File: config.mk
export PLATFORM = sky130hd
export DESIGN_NAME = wait_time_entry_flat
export DESIGN_NICKNAME = d
export VERILOG_FILES = /design/src/rtl/wait_time_entry_pkg.sv /design/src/rtl/wait_time_entry_if.sv /design/src/rtl/wait_time_entry_bcd2_to_bin.sv /design/src/rtl/wait_time_entry.sv /design/src/flat_wrapper.sv
export SDC_FILE = /design/constraint.sdc
export NUM_CORES = 1
export LEC_CHECK = 0
export BUFFER_PORTS_ARGS = -buffer_cell sky130_fd_sc_hd__buf_2
export CAP_MARGIN = 25
export CORE_MARGIN = 4
export CORE_UTILIZATION = 35
export DETAILED_ROUTE_END_ITERATION = 12
export PLACE_DENSITY_LB_ADDON = 0.05
export SLEW_MARGIN = 30
export SYNTH_ARGS = -nofsm -noshare
export SYNTH_HDL_FRONTEND = slang
export SYNTH_HIERARCHICAL = 1
export SYNTH_SLANG_ARGS = --single-unit
File: constraint.sdc
create_clock -name clk -period 2.8 [get_ports clk]
set_clock_uncertainty 0.1 [all_clocks]
set_input_delay 0.56 -clock clk [delete_from_list [all_inputs] [get_ports clk]]
set_output_delay 0.56 -clock clk [all_outputs]
set_load 0.01 [all_outputs]
File: src/rtl/wait_time_entry_pkg.sv
// Shared definitions for the teller keypad wait-time entry block.
//   state_e     : entry FSM encoding (IDLE / ONE / TWO / ERR)
//   BCD_MAX     : largest legal decimal digit
//   MAX_DIGITS  : number of decimal digits an entry may hold
//   RESET_VALUE : committed value after reset
package wait_time_entry_pkg;

  typedef enum logic [1:0] {
    ST_IDLE = 2'd0,
    ST_ONE  = 2'd1,
    ST_TWO  = 2'd2,
    ST_ERR  = 2'd3
  } state_e;

  localparam logic [3:0] BCD_MAX     = 4'd9;
  localparam int         MAX_DIGITS  = 2;
  localparam logic [7:0] RESET_VALUE = 8'd0;

  // True when the keypad code is a legal decimal digit.
  function automatic logic is_bcd(input logic [3:0] d);
    return (d <= BCD_MAX);
  endfunction

endpackage

File: src/rtl/wait_time_entry_if.sv
// Keypad-side bundle of the wait-time entry block.
//   digit_valid/digit : one-cycle digit strobe and BCD code
//   enter / clear     : one-cycle commit / abort strobes
//   value/value_valid : committed binary wait time and its update pulse
//   most_digit/least_digit/digit_count/err : live entry echo and status
// master = keypad / controller side, slave = entry block.
interface wait_time_entry_if #(
  parameter int WIDTH = 8
);
  logic             digit_valid;
  logic [3:0]       digit;
  logic             enter;
  logic             clear;
  logic [WIDTH-1:0] value;
  logic             value_valid;
  logic [3:0]       most_digit;
  logic [3:0]       least_digit;
  logic [1:0]       digit_count;
  logic             err;

  modport master (
    output digit_valid, digit, enter, clear,
    input  value, value_valid, most_digit, least_digit, digit_count, err
  );

  modport slave (
    input  digit_valid, digit, enter, clear,
    output value, value_valid, most_digit, least_digit, digit_count, err
  );
endinterface

File: src/rtl/wait_time_entry_bcd2_to_bin.sv
// Combinational two-digit BCD to binary converter.
//   tens, ones : BCD digits (0..9 each)
//   bin        : tens*10 + ones, 0..99
module bcd2_to_bin (
  input  logic [3:0] tens,
  input  logic [3:0] ones,
  output logic [6:0] bin
);

  logic [6:0] tens7_s;

  // tens*10 built from shifts: 8t + 2t; 99 fits in 7 bits so no overflow.
  assign tens7_s = {3'b000, tens};
  assign bin     = (tens7_s << 3) + (tens7_s << 1) + {3'b000, ones};

endmodule

File: src/rtl/wait_time_entry.sv
// Teller keypad entry: collects up to two decimal digits and commits them
// as a binary waiting time for the queue controller.
//   clk   : system clock, rising edge
//   rst_n : synchronous active-low reset
//   bus   : keypad strobes in, committed value / echo / status out
// A commit is captured on the edge that samples enter and published on
// the following edge, so value/value_valid appear one cycle after enter.
module wait_time_entry
  import wait_time_entry_pkg::*;
#(
  parameter int WIDTH = 8
) (
  input  logic               clk,
  input  logic               rst_n,
  wait_time_entry_if.slave   bus
);

  state_e           state_r, state_s;
  logic [3:0]       most_r, most_s;
  logic [3:0]       least_r, least_s;
  logic [1:0]       count_r, count_s;
  logic             err_r, err_s;
  logic             commit_s;
  logic             pend_r;
  logic [6:0]       pend_bin_r;
  logic [6:0]       bin_s;
  logic [WIDTH-1:0] value_r;
  logic             value_valid_r;

  bcd2_to_bin u_bcd2_to_bin (
    .tens (most_r),
    .ones (least_r),
    .bin  (bin_s)
  );

  // Next-state and next-digit logic; priority clear > enter > digit_valid.
  always_comb begin
    state_s  = state_r;
    most_s   = most_r;
    least_s  = least_r;
    count_s  = count_r;
    err_s    = err_r;
    commit_s = 1'b0;
    if (bus.clear) begin
      state_s = ST_IDLE;
      most_s  = 4'd0;
      least_s = 4'd0;
      count_s = 2'd0;
      err_s   = 1'b0;
    end else if (bus.enter) begin
      case (state_r)
        ST_ONE, ST_TWO: begin
          commit_s = 1'b1;
          state_s  = ST_IDLE;
          most_s   = 4'd0;
          least_s  = 4'd0;
          count_s  = 2'd0;
        end
        default: begin
          // Empty entry or error: nothing to commit.
        end
      endcase
    end else if (bus.digit_valid) begin
      if (state_r == ST_ERR) begin
        // Locked until clear or reset.
      end else if (!is_bcd(bus.digit)) begin
        state_s = ST_ERR;
        err_s   = 1'b1;
      end else begin
        case (state_r)
          ST_IDLE: begin
            least_s = bus.digit;
            most_s  = 4'd0;
            count_s = 2'd1;
            state_s = ST_ONE;
          end
          ST_ONE: begin
            most_s  = least_r;
            least_s = bus.digit;
            count_s = 2'(MAX_DIGITS);
            state_s = ST_TWO;
          end
          ST_TWO: begin
            // Third digit overflows the entry; keep the echo as typed.
            state_s = ST_ERR;
            err_s   = 1'b1;
          end
          default: begin
            state_s = ST_ERR;
            err_s   = 1'b1;
          end
        endcase
      end
    end else begin
      // No strobe: hold.
    end
  end

  // State, digit and output registers with synchronous reset.
  always_ff @(posedge clk) begin
    if (!rst_n) begin
      state_r       <= ST_IDLE;
      most_r        <= 4'd0;
      least_r       <= 4'd0;
      count_r       <= 2'd0;
      err_r         <= 1'b0;
      pend_r        <= 1'b0;
      pend_bin_r    <= 7'd0;
      value_r       <= WIDTH'(RESET_VALUE);
      value_valid_r <= 1'b0;
    end else begin
      state_r       <= state_s;
      most_r        <= most_s;
      least_r       <= least_s;
      count_r       <= count_s;
      err_r         <= err_s;
      pend_r        <= commit_s;
      pend_bin_r    <= bin_s;
      value_valid_r <= pend_r;
      if (pend_r) begin
        value_r <= WIDTH'(pend_bin_r);
      end else begin
        value_r <= value_r;
      end
    end
  end

  assign bus.value       = value_r;
  assign bus.value_valid = value_valid_r;
  assign bus.most_digit  = most_r;
  assign bus.least_digit = least_r;
  assign bus.digit_count = count_r;
  assign bus.err         = err_r;

endmodule

File: src/flat_wrapper.sv
// flat-port wrapper written by rule: the top's interface ports become plain ports
module wait_time_entry_flat import wait_time_entry_pkg::*;
#(
  parameter int WIDTH = 8
)
  (clk, rst_n, bus_digit_valid, bus_digit, bus_enter, bus_clear, bus_value, bus_value_valid, bus_most_digit, bus_least_digit, bus_digit_count, bus_err);
  wait_time_entry_if #(.WIDTH(WIDTH)) bus_i ();
  input  logic clk;
  input  logic rst_n;
  input wire logic [$bits(bus_i.digit_valid)-1:0] bus_digit_valid;
  input wire logic [$bits(bus_i.digit)-1:0] bus_digit;
  input wire logic [$bits(bus_i.enter)-1:0] bus_enter;
  input wire logic [$bits(bus_i.clear)-1:0] bus_clear;
  output wire logic [$bits(bus_i.value)-1:0] bus_value;
  output wire logic [$bits(bus_i.value_valid)-1:0] bus_value_valid;
  output wire logic [$bits(bus_i.most_digit)-1:0] bus_most_digit;
  output wire logic [$bits(bus_i.least_digit)-1:0] bus_least_digit;
  output wire logic [$bits(bus_i.digit_count)-1:0] bus_digit_count;
  output wire logic [$bits(bus_i.err)-1:0] bus_err;
  assign bus_i.digit_valid = bus_digit_valid;
  assign bus_i.digit = bus_digit;
  assign bus_i.enter = bus_enter;
  assign bus_i.clear = bus_clear;
  assign bus_value = bus_i.value;
  assign bus_value_valid = bus_i.value_valid;
  assign bus_most_digit = bus_i.most_digit;
  assign bus_least_digit = bus_i.least_digit;
  assign bus_digit_count = bus_i.digit_count;
  assign bus_err = bus_i.err;
  wait_time_entry #(.WIDTH(WIDTH)) u_core (.clk(clk), .rst_n(rst_n), .bus(bus_i));
endmodule
==> report_table.html, run 1 <==
<table>
<tr><th>Metric</th><th>Value</th></tr>
<tr><th colspan="2">Status</th></tr>
<tr><td>Run status</td><td>completed</td></tr>
<tr><th colspan="2">Routing</th></tr>
<tr><td>Remaining routing DRC violations</td><td>0</td></tr>
<tr><td>Detail-routed net length per standard cell</td><td>roughly 12 µm</td></tr>
<tr><td>Total iterations of the first detailed-routing run</td><td>4</td></tr>
<tr><td>Antenna viol nets, final</td><td>0</td></tr>
<tr><td>Post-DR vias/cell</td><td>around 4.7</td></tr>
<tr><td>Number of DRC violations after detailed-routing iteration 0</td><td>32</td></tr>
<tr><td>Total number of vias</td><td>971</td></tr>
<tr><td>Aggregate routed wire length</td><td>about 2500 µm</td></tr>
<tr><th colspan="2">Die</th></tr>
<tr><td>CORE AREA</td><td>~3700 µm²</td></tr>
<tr><td>Horizontal extent of the die</td><td>about 70 µm</td></tr>
<tr><td>Area of the die</td><td>4930 µm²</td></tr>
<tr><td>Standard-cell row count</td><td>22</td></tr>
<tr><td>Y dimension of the die</td><td>about 70 µm</td></tr>
<tr><td>I/O pin total</td><td>29</td></tr>
<tr><td>Starting density of the core</td><td>~37%</td></tr>
<tr><th colspan="2">Yosys</th></tr>
<tr><td>Post-synthesis instance area</td><td>1360 µm²</td></tr>
<tr><td>Post-Syn Nets</td><td>149</td></tr>
<tr><td>Count of state elements after synthesis</td><td>29</td></tr>
<tr><td>Sequential cell area fraction in the yosys report</td><td>between 40% and 50%</td></tr>
<tr><td>Netlist cell types</td><td>32</td></tr>
<tr><td>Syn avg cell area</td><td>between 10 and 15 µm²</td></tr>
<tr><td>Cells after Synth</td><td>126</td></tr>
<tr><td>Syn. warnings</td><td>6</td></tr>
<tr><th colspan="2">Timing</th></tr>
<tr><td>Number of failing setup endpoints in the final timing report</td><td>0</td></tr>
<tr><td>Final-report hold violation count</td><td>0</td></tr>
<tr><td>FMAX</td><td>~460 MHz</td></tr>
<tr><td>Unrepaired setup endpoints after global routing</td><td>false</td></tr>
<tr><td>Least-Margin Pin Slew</td><td>about 0.50 ns</td></tr>
<tr><td>Final Cycle Share</td><td>around 78%</td></tr>
<tr><td>Final sum of negative setup slack</td><td>0 ns</td></tr>
<tr><td>Worst hold slack</td><td>0.376 ns</td></tr>
<tr><td>Slew Viols, Final</td><td>0</td></tr>
<tr><td>Worst rel slew slack</td><td>roughly two thirds</td></tr>
<tr><td>Period minus WS final</td><td>about 2.2 ns</td></tr>
<tr><th colspan="2">GRT</th></tr>
<tr><td>Met1 track demand over resource in global routing</td><td>12.4%</td></tr>
<tr><td>Initial antenna violation count</td><td>0</td></tr>
<tr><td>Overflow left after global routing</td><td>0</td></tr>
<tr><td>Via count of the first global-routing pass</td><td>slightly below 1,000</td></tr>
<tr><td>Met3 layer usage reported by global route</td><td>about 4.3%</td></tr>
<tr><td>GRT Resource Usage Total</td><td>between 10% and 20%</td></tr>
<tr><td>Gr busiest metal</td><td>met2</td></tr>
<tr><td>Maximum number of pins on one net before global-route repair</td><td>18</td></tr>
<tr><td>Wire length of the first global-routing pass</td><td>about 4400 µm</td></tr>
<tr><td>Met2 global-route usage</td><td>around a fifth</td></tr>
<tr><th colspan="2">Setup path</th></tr>
<tr><td>Maximum fanout along the worst path</td><td>4</td></tr>
<tr><td>Worst endpoint data arrival time</td><td>2.30 ns</td></tr>
<tr><td>Critical path data required time</td><td>slightly below 3 ns</td></tr>
<tr><td>CP endpoint kind</td><td>register</td></tr>
<tr><td>Worst Setup Start Kind</td><td>register</td></tr>
<tr><td>Worst Reg-to-Reg Cells</td><td>7</td></tr>
<tr><td>Kind of critical path</td><td>register to register</td></tr>
<tr><th colspan="2">Placement</th></tr>
<tr><td>Total half-perimeter wirelength after legalization and detailed placement</td><td>1950 µm</td></tr>
<tr><td>Quantity of I/O buffers inserted on ports</td><td>27</td></tr>
<tr><td>RD Place Congestion</td><td>0.750</td></tr>
<tr><td>Area of placed instances</td><td>around 1500 µm²</td></tr>
<tr><th colspan="2">Hold path</th></tr>
<tr><td>Hold crit path type</td><td>register to register</td></tr>
<tr><td>Number of stages on the worst hold path</td><td>1</td></tr>
<tr><th colspan="2">Cells and area</th></tr>
<tr><td>Number of nets in the layout</td><td>roughly 180</td></tr>
<tr><td>Number of antenna repair diodes</td><td>0</td></tr>
<tr><td>Fraction of final layout cells sized beyond drive strength 1</td><td>between 20% and 30%</td></tr>
<tr><td>Final-layout fill cell count</td><td>380</td></tr>
<tr><td>Post-route design area</td><td>between 1500 and 2000 µm²</td></tr>
<tr><td>Layout area overhead</td><td>20.4%</td></tr>
<tr><th colspan="2">Clocking</th></tr>
<tr><td>Count of hold buffers inserted by post-cts repair</td><td>0</td></tr>
<tr><td>Maximum level of the CTS H-tree</td><td>2</td></tr>
<tr><td>Number of setup buffers added after CTS</td><td>0</td></tr>
<tr><td>CTS buffer count</td><td>5</td></tr>
<tr><td>Insertion delay of the later-clocked pin in the worst-skew pair</td><td>0.27 ns</td></tr>
<tr><td>Clk root buf</td><td>sky130_fd_sc_hd__clkbuf_8</td></tr>
<tr><td>Cells resized by post-CTS repair</td><td>0</td></tr>
<tr><td>TritonCTS clock tree</td><td>yes</td></tr>
<tr><td>Post-CTS clock slew at the launch and capture registers of the worst setup and hold paths</td><td>about 0.060 ns</td></tr>
<tr><td>CTS Buffer Depth</td><td>2</td></tr>
<tr><td># clock sinks</td><td>29</td></tr>
<tr><th colspan="2">Power</th></tr>
<tr><td>Max rail drop VDD</td><td>about 0.29 mV</td></tr>
<tr><td>Power density of the placed cells</td><td>507 nW/µm²</td></tr>
<tr><td>Leak Pwr</td><td>approximately 0.75 nW</td></tr>
<tr><th colspan="2">Job</th></tr>
<tr><td>Max-capacitance violation count</td><td>0</td></tr>
</table>
[stage by stage]
stage                     worst slack, ns  util, %  instances  power, mW
after CTS                           0.581     44.2        205      0.843
after floorplan                     0.654        -        126      0.457
final                               0.615     44.2        205      0.827
after detailed placement            0.602     41.5        197      0.473
after global placement              0.681     41.5        197      0.473
after global routing                0.446     44.2        205      0.868
[cell usage in the layout (no fill, tap or decap), drive strengths merged, types with 5 or more instances in the layout]
cell type and instances:
clkbuf 7, mux2i 12, ha 12, and2 8
dfxtp 29, a21oi 5, nand3 6, inv 10
nor2b 8, buf 28
[worst max-delay path, stage by stage, from the launching register on]
cell,delay (ns)
sky130_fd_sc_hd__dfxtp_1,0.37
sky130_fd_sc_hd__inv_1,0.08
sky130_fd_sc_hd__fa_1,0.53
sky130_fd_sc_hd__fa_1,0.47
sky130_fd_sc_hd__nand2b_1,0.17
sky130_fd_sc_hd__a21oi_2,0.13
sky130_fd_sc_hd__xor2_1,0.16
sky130_fd_sc_hd__and2_1,0.14
[per-layer routing]
metal	part of all wire (%)	wire, µm	up-vias
met3	5.8	145	2
met2	49	1230	20
met4	0.76	19	0
met1	45	1120	458
met5	0	0	-
li1	-	-	491
[sequential cells by signal (all words and copies together), names as in the netlist, 2 cells and up]
signal	cells
u_core/bus.most_digit	4
u_core/bus.least_digit	4
u_core/bus.digit_count	2
u_core/pend_bin_r	7
u_core/bus.value	7
u_core/state_r	2
[layout make-up]
cell class / count / area (µm²) / share of cell area, %
Clock buffer: 7 / 96.3 / 5.90
Clock inverter: 1 / 5.00 / 0.307
Inverter: 10 / 37.5 / 2.30
Multi-Input combinational cell: 82 / 709 / 43.5
Sequential cell: 29 / 581 / 35.6
Tap cell: 48 / 60.1 / 3.68
Timing Repair Buffer: 28 / 143 / 8.74
[worst paths after layout]
kind / startpoint / end / slack [ns]
worst max-delay path: u_core/bus.most_digit[0] / u_core/pend_bin_r[6] / 0.62
worst min-delay path: u_core/bus.err / u_core/bus.err / 0.38
worst max register to register: u_core/bus.most_digit[0] / u_core/pend_bin_r[6] / 0.62
worst min register to register: u_core/bus.err / u_core/bus.err / 0.38
[power breakdown]
group          internal [mW]  switching, mW  total (mW)  leakage, nW
combinational         0.0188         0.0265      0.0453        0.464
sequential             0.416        0.00276       0.418        0.234
clock                  0.221          0.142       0.364       0.0542
total                  0.656          0.171       0.827        0.753
[cells in the mapped netlist (all sizes together)]
cell    number  area (µm²)
dfxtp       29         581
ha          12         150
mux2i       12         120
inv         10        37.5
and2         8        50.1
nor2b        8        50.1
nand3        6        42.5
a21oi        5        32.5
a32o         4        40.0
nand3b       4        30.0
buf          3        20.0
nor2         3        11.3
a311oi       2        17.5
clkbuf       2        7.51
fa           2        40.0
nand2b       2        12.5
xnor2        2        17.5
a21boi       1        7.51
a21o         1        7.51
a31o         1        8.76
and4         1        10.0
conb         1        3.75
nand2        1        3.75
nor3b        1        18.8
o21a         1        7.51
o21ai        1        5.00
or2          1        6.26
or3          1        7.51
xor2         1        8.76
[cells by family after synthesis]
logic type | synth area share, %
adders and majority gates | 14.0
AOI/OAI and AO/OA | 9.33
buffers and inverters | 4.80
other | 0.277
DFF | 42.8
and+or+nand+nor | 17.9
xor gates and xnor gates | 1.94
muxes | 8.86
Note: power is estimated with default switching activity, not from simulation.
==> run 2, diff against run 1 <==
==> constraint.sdc (replaced) <==
create_clock -name clk -period 1.9 [get_ports clk]
set_clock_uncertainty 0.1 [all_clocks]
set_input_delay 0.38 -clock clk [delete_from_list [all_inputs] [get_ports clk]]
set_output_delay 0.38 -clock clk [all_outputs]
set_load 0.01 [all_outputs]
==> run 2 against run 1 <==
The flow now finishes with violations (setup timing). Wire length decreased by 1.0%. Sequential power grew 47%. Non-clock buffer count up 9. Register-to-register slack worse by 0.72 ns. Sequential share of layout area fell by 1.2 points. Critical endpoint is now u_core/pend_bin_r[5]. Largest power group unchanged. Highest routed layer unchanged.
==> report_table.html, run 2 (synthesis results as in run 1) <==
<table>
<tr><th>Metric</th><th>Value</th></tr>
<tr><th colspan="2">GRT</th></tr>
<tr><td>GRT Resource Usage Total</td><td>11.4% (+0.21 points)</td></tr>
<tr><td>Via count of the first global-routing pass</td><td>1,001 (+2.8%)</td></tr>
<tr><td>Wire length of the first global-routing pass</td><td>4440 µm (+1.3%)</td></tr>
<tr><td>Met3 layer usage reported by global route</td><td>5.18% (+0.86 points)</td></tr>
<tr><td>Met2 global-route usage</td><td>18.2% (-0.42 points)</td></tr>
<tr><td>Overflow left after global routing</td><td>0 (unchanged)</td></tr>
<tr><td>Met1 track demand over resource in global routing</td><td>12.7% (+0.36 points)</td></tr>
<tr><td>Gr busiest metal</td><td>met2</td></tr>
<tr><td>Initial antenna violation count</td><td>0 (unchanged)</td></tr>
<tr><td>Maximum number of pins on one net before global-route repair</td><td>18 (unchanged)</td></tr>
<tr><th colspan="2">Setup path</th></tr>
<tr><td>Register-to-Register Setup Slack</td><td>-0.1 ns (-0.72 ns)</td></tr>
<tr><td>CP endpoint kind</td><td>register</td></tr>
<tr><td>Critical R2R Capture</td><td>u_core/pend_bin_r[5]</td></tr>
<tr><td>Max incr delay on CP</td><td>0.58 ns (+0.05 ns)</td></tr>
<tr><td>Cell Chain, Critical Path</td><td>inv_2 &gt; fa_1 &gt; inv_1 &gt; ha_1 &gt; a21o_1 &gt; a21oi_2 &gt; xnor2_1 &gt; and2_1</td></tr>
<tr><td>Kind of critical path</td><td>register to register</td></tr>
<tr><td>Reg-to-reg critical path startpoint</td><td>u_core/bus.least_digit[3]</td></tr>
<tr><td>Worst endpoint data arrival time</td><td>2.07 ns (-0.23 ns)</td></tr>
<tr><td>Slowest library cell on the worst path</td><td>sky130_fd_sc_hd__fa_1</td></tr>
<tr><td>Critical path data required time</td><td>1.97 ns (-0.94 ns)</td></tr>
<tr><td>Worst Reg-to-Reg Cells</td><td>8 (+1)</td></tr>
<tr><td>Maximum fanout along the worst path</td><td>2 (-2)</td></tr>
<tr><td>Worst Setup Start Kind</td><td>register</td></tr>
<tr><th colspan="2">Power</th></tr>
<tr><td>Internal Pwr Total</td><td>969 µW (+48%)</td></tr>
<tr><td>Sw Ratio</td><td>21.2% (+0.46 points)</td></tr>
<tr><td>Max rail drop VDD</td><td>0.462 mV (+60%)</td></tr>
<tr><td>Share of power burned in the clock network</td><td>44.2% (+0.2 points)</td></tr>
<tr><td>Share of total power in sequential cells</td><td>50.0% (-0.6 points)</td></tr>
<tr><td>Switching pwr</td><td>260 µW (+52%)</td></tr>
<tr><td>Leak Pwr</td><td>0.800 nW (+6.3%)</td></tr>
<tr><td>Combinational share of power</td><td>5.8% (+0.3 points)</td></tr>
<tr><td>Power density of the placed cells</td><td>718 nW/µm² (+42%)</td></tr>
<tr><th colspan="2">Timing</th></tr>
<tr><td>Period minus WS final</td><td>2.00 ns (-0.185 ns)</td></tr>
<tr><td>FMAX</td><td>500 MHz (+9.2%)</td></tr>
<tr><td>Final Cycle Share</td><td>105% (+27 points)</td></tr>
<tr><td>Number of failing setup endpoints in the final timing report</td><td>2 (+2)</td></tr>
<tr><td>Slew Viols, Final</td><td>0 (unchanged)</td></tr>
<tr><td>Unrepaired setup endpoints after global routing</td><td>true</td></tr>
<tr><td>Final worst slack</td><td>-0.100 ns (-0.715 ns)</td></tr>
<tr><td>Final-report hold violation count</td><td>0 (unchanged)</td></tr>
<tr><td>Worst hold slack</td><td>0.268 ns (-0.109 ns)</td></tr>
<tr><th colspan="2">Placement</th></tr>
<tr><td>Total half-perimeter wirelength after legalization and detailed placement</td><td>1980 µm (+1.5%)</td></tr>
<tr><td>RD Place Congestion</td><td>0.722 (-3.8%)</td></tr>
<tr><td>Quantity of I/O buffers inserted on ports</td><td>27 (unchanged)</td></tr>
<tr><th colspan="2">Cells and area</th></tr>
<tr><td>Layout area overhead</td><td>26.3%</td></tr>
<tr><td>Number of nets in the layout</td><td>188 (+5.0%)</td></tr>
<tr><td>Leading cell type in the layout, fill and taps excluded</td><td>sky130_fd_sc_hd__buf_2</td></tr>
<tr><td>Final-layout fill cell count</td><td>373 (-1.8%)</td></tr>
<tr><td>Top library cells by usage in the layout, fill and taps aside</td><td>sky130_fd_sc_hd__buf_2, sky130_fd_sc_hd__dfxtp_1, sky130_fd_sc_hd__mux2i_1, sky130_fd_sc_hd__ha_1, sky130_fd_sc_hd__buf_4</td></tr>
<tr><td>Number of antenna repair diodes</td><td>0 (unchanged)</td></tr>
<tr><td>Fraction of final layout cells sized beyond drive strength 1</td><td>36.1% (+8.1 points)</td></tr>
<tr><td>Area used by multi-input combinational logic</td><td>714 µm² (+0.71%)</td></tr>
<tr><td>Util after Layout</td><td>46.4% (+2.2 points)</td></tr>
<tr><td>Sequential cell area</td><td>588 µm² (+1.3%)</td></tr>
<tr><th colspan="2">Die</th></tr>
<tr><td>Area of the die</td><td>4930 µm² (unchanged)</td></tr>
<tr><td>Standard-cell row count</td><td>22 (unchanged)</td></tr>
<tr><td>Starting density of the core</td><td>36.7% (unchanged)</td></tr>
<tr><td>Y dimension of the die</td><td>70.2 µm (unchanged)</td></tr>
<tr><td>Horizontal extent of the die</td><td>70.2 µm (unchanged)</td></tr>
<tr><td>I/O pin total</td><td>29 (unchanged)</td></tr>
<tr><td>CORE AREA</td><td>3690 µm² (unchanged)</td></tr>
<tr><th colspan="2">Routing</th></tr>
<tr><td>Detail-routed net length per standard cell</td><td>11.6 µm (-5.2%)</td></tr>
<tr><td>Total number of vias</td><td>978 (+0.72%)</td></tr>
<tr><td>Total iterations of the first detailed-routing run</td><td>4 (unchanged)</td></tr>
<tr><td>Post-DR vias/cell</td><td>4.57 (-3.5%)</td></tr>
<tr><td>Aggregate routed wire length</td><td>2480 µm (-1.0%)</td></tr>
<tr><td>Remaining routing DRC violations</td><td>0 (unchanged)</td></tr>
<tr><td>Number of DRC violations after detailed-routing iteration 0</td><td>55 (+72%)</td></tr>
<tr><td>Antenna viol nets, final</td><td>0 (unchanged)</td></tr>
<tr><th colspan="2">Clocking</th></tr>
<tr><td>Count of hold buffers inserted by post-cts repair</td><td>0 (unchanged)</td></tr>
<tr><td>CTS buffer count</td><td>5 (unchanged)</td></tr>
<tr><td>Insertion delay of the later-clocked pin in the worst-skew pair</td><td>0.28 ns (about the same)</td></tr>
<tr><td># clock sinks</td><td>29 (unchanged)</td></tr>
<tr><td>TritonCTS clock tree</td><td>yes</td></tr>
<tr><td>Maximum level of the CTS H-tree</td><td>2 (unchanged)</td></tr>
<tr><td>Number of setup buffers added after CTS</td><td>0 (unchanged)</td></tr>
<tr><td>Clk root buf</td><td>sky130_fd_sc_hd__clkbuf_8</td></tr>
<tr><td>Post-CTS clock slew at the launch and capture registers of the worst setup and hold paths</td><td>0.06 ns (about the same)</td></tr>
<tr><td>CTS Buffer Depth</td><td>2 (unchanged)</td></tr>
<tr><th colspan="2">Hold path</th></tr>
<tr><td>Start point of the worst hold path</td><td>bus_digit[0]</td></tr>
<tr><td>Hold Crit Endpoint</td><td>u_core/bus.least_digit[0]</td></tr>
<tr><td>Number of stages on the worst hold path</td><td>3 (+2)</td></tr>
<tr><td>Hold crit path type</td><td>primary input to register</td></tr>
<tr><th colspan="2">Status</th></tr>
<tr><td>Failing checks</td><td>setup timing</td></tr>
<tr><td>Run status</td><td>finished, violations left</td></tr>
<tr><th colspan="2">Job</th></tr>
<tr><td>Max-capacitance violation count</td><td>0 (unchanged)</td></tr>
</table>
[run 2: changes by cell type in the layout (fill, tap and decap cells not counted)]
cell / previous run / this run
sky130_fd_sc_hd__buf_4: 1 / 10
sky130_fd_sc_hd__dfxtp_1: 29 / 25
sky130_fd_sc_hd__dfxtp_2: 0 / 3
sky130_fd_sc_hd__dfxtp_4: 0 / 1
sky130_fd_sc_hd__fa_1: 2 / 1
sky130_fd_sc_hd__fa_2: 0 / 1
sky130_fd_sc_hd__ha_1: 12 / 11
sky130_fd_sc_hd__ha_2: 0 / 1
sky130_fd_sc_hd__inv_1: 10 / 9
sky130_fd_sc_hd__inv_2: 0 / 1
[run 2: routing by layer]
layer | routed length [µm] | share of wire (%)
met5 | 0 | 0
met4 | 34 | 1.4
met3 | 170 | 6.9
met2 | 1120 | 45
met1 | 1150 | 46
[run 2: worst max-delay path by stage]
stage | startpoint | to | slack, ns | depth (start not counted)
floorplan | u_core/bus.least_digit[3] | u_core/pend_bin_r[5] | -0.06 | 8
global route | u_core/bus.least_digit[3] | u_core/pend_bin_r[5] | -0.17 | 8
global placement | u_core/bus.least_digit[3] | u_core/pend_bin_r[5] | -0.06 | 8
finish | u_core/bus.least_digit[3] | u_core/pend_bin_r[5] | -0.1 | 8
detailed placement | u_core/bus.least_digit[3] | u_core/pend_bin_r[5] | -0.1 | 8
CTS | u_core/bus.least_digit[3] | u_core/pend_bin_r[5] | -0.11 | 8
[run 2: power groups by stage]
stage	combinational (mW)	clock (mW)	sequential [mW]
after floorplan	0.0436	0	0.628
after global placement	0.0708	0	0.628
after detailed placement	0.0719	0	0.628
after CTS	0.0723	0.558	0.615
after global routing	0.0795	0.591	0.615
final	0.0713	0.543	0.615
[run 2: final cells by class]
class                   count  area share [%]
flip-flops and latches     29            34.4
repair buffers             37            12.3
inverters                  10            2.19
multi-input cells          82            41.7
clock inverters             1           0.292
clock buffers               7            5.63
well taps                  48            3.51
[run 2: stage by stage]
stage	total power, mW	worst slack [ns]	instances	instance area [µm²]	setup TNS, ns
detailed placement	0.700	-0.0978	206	1610	-0.153
global route	1.29	-0.172	214	1710	-0.331
finish	1.23	-0.100	214	1710	-0.151
global placement	0.699	-0.0595	206	1610	-0.0906
floorplan	0.672	-0.0619	126	1360	-0.107
CTS	1.25	-0.107	214	1710	-0.171
[run 2: worst max-delay path, delay by kind of cell (launching register included)]
kind,cells,cell delay (ns)
AO/OA/AOI/OAI,2,0.29
XOR/XNOR,1,0.07
adder cells (fa/ha/maj),2,0.87
buffers and inverters,2,0.08
flip-flops,1,0.34
AND/OR/NAND/NOR,1,0.15
[run 2: repair_timing]
| item | 4_1_cts | 5_1_grt |
|---|---|---|
| gates resized for setup | 0 | 2 |
| endpoints found under the setup margin | 2 | 3 |
| pin swaps | 0 | 1 |
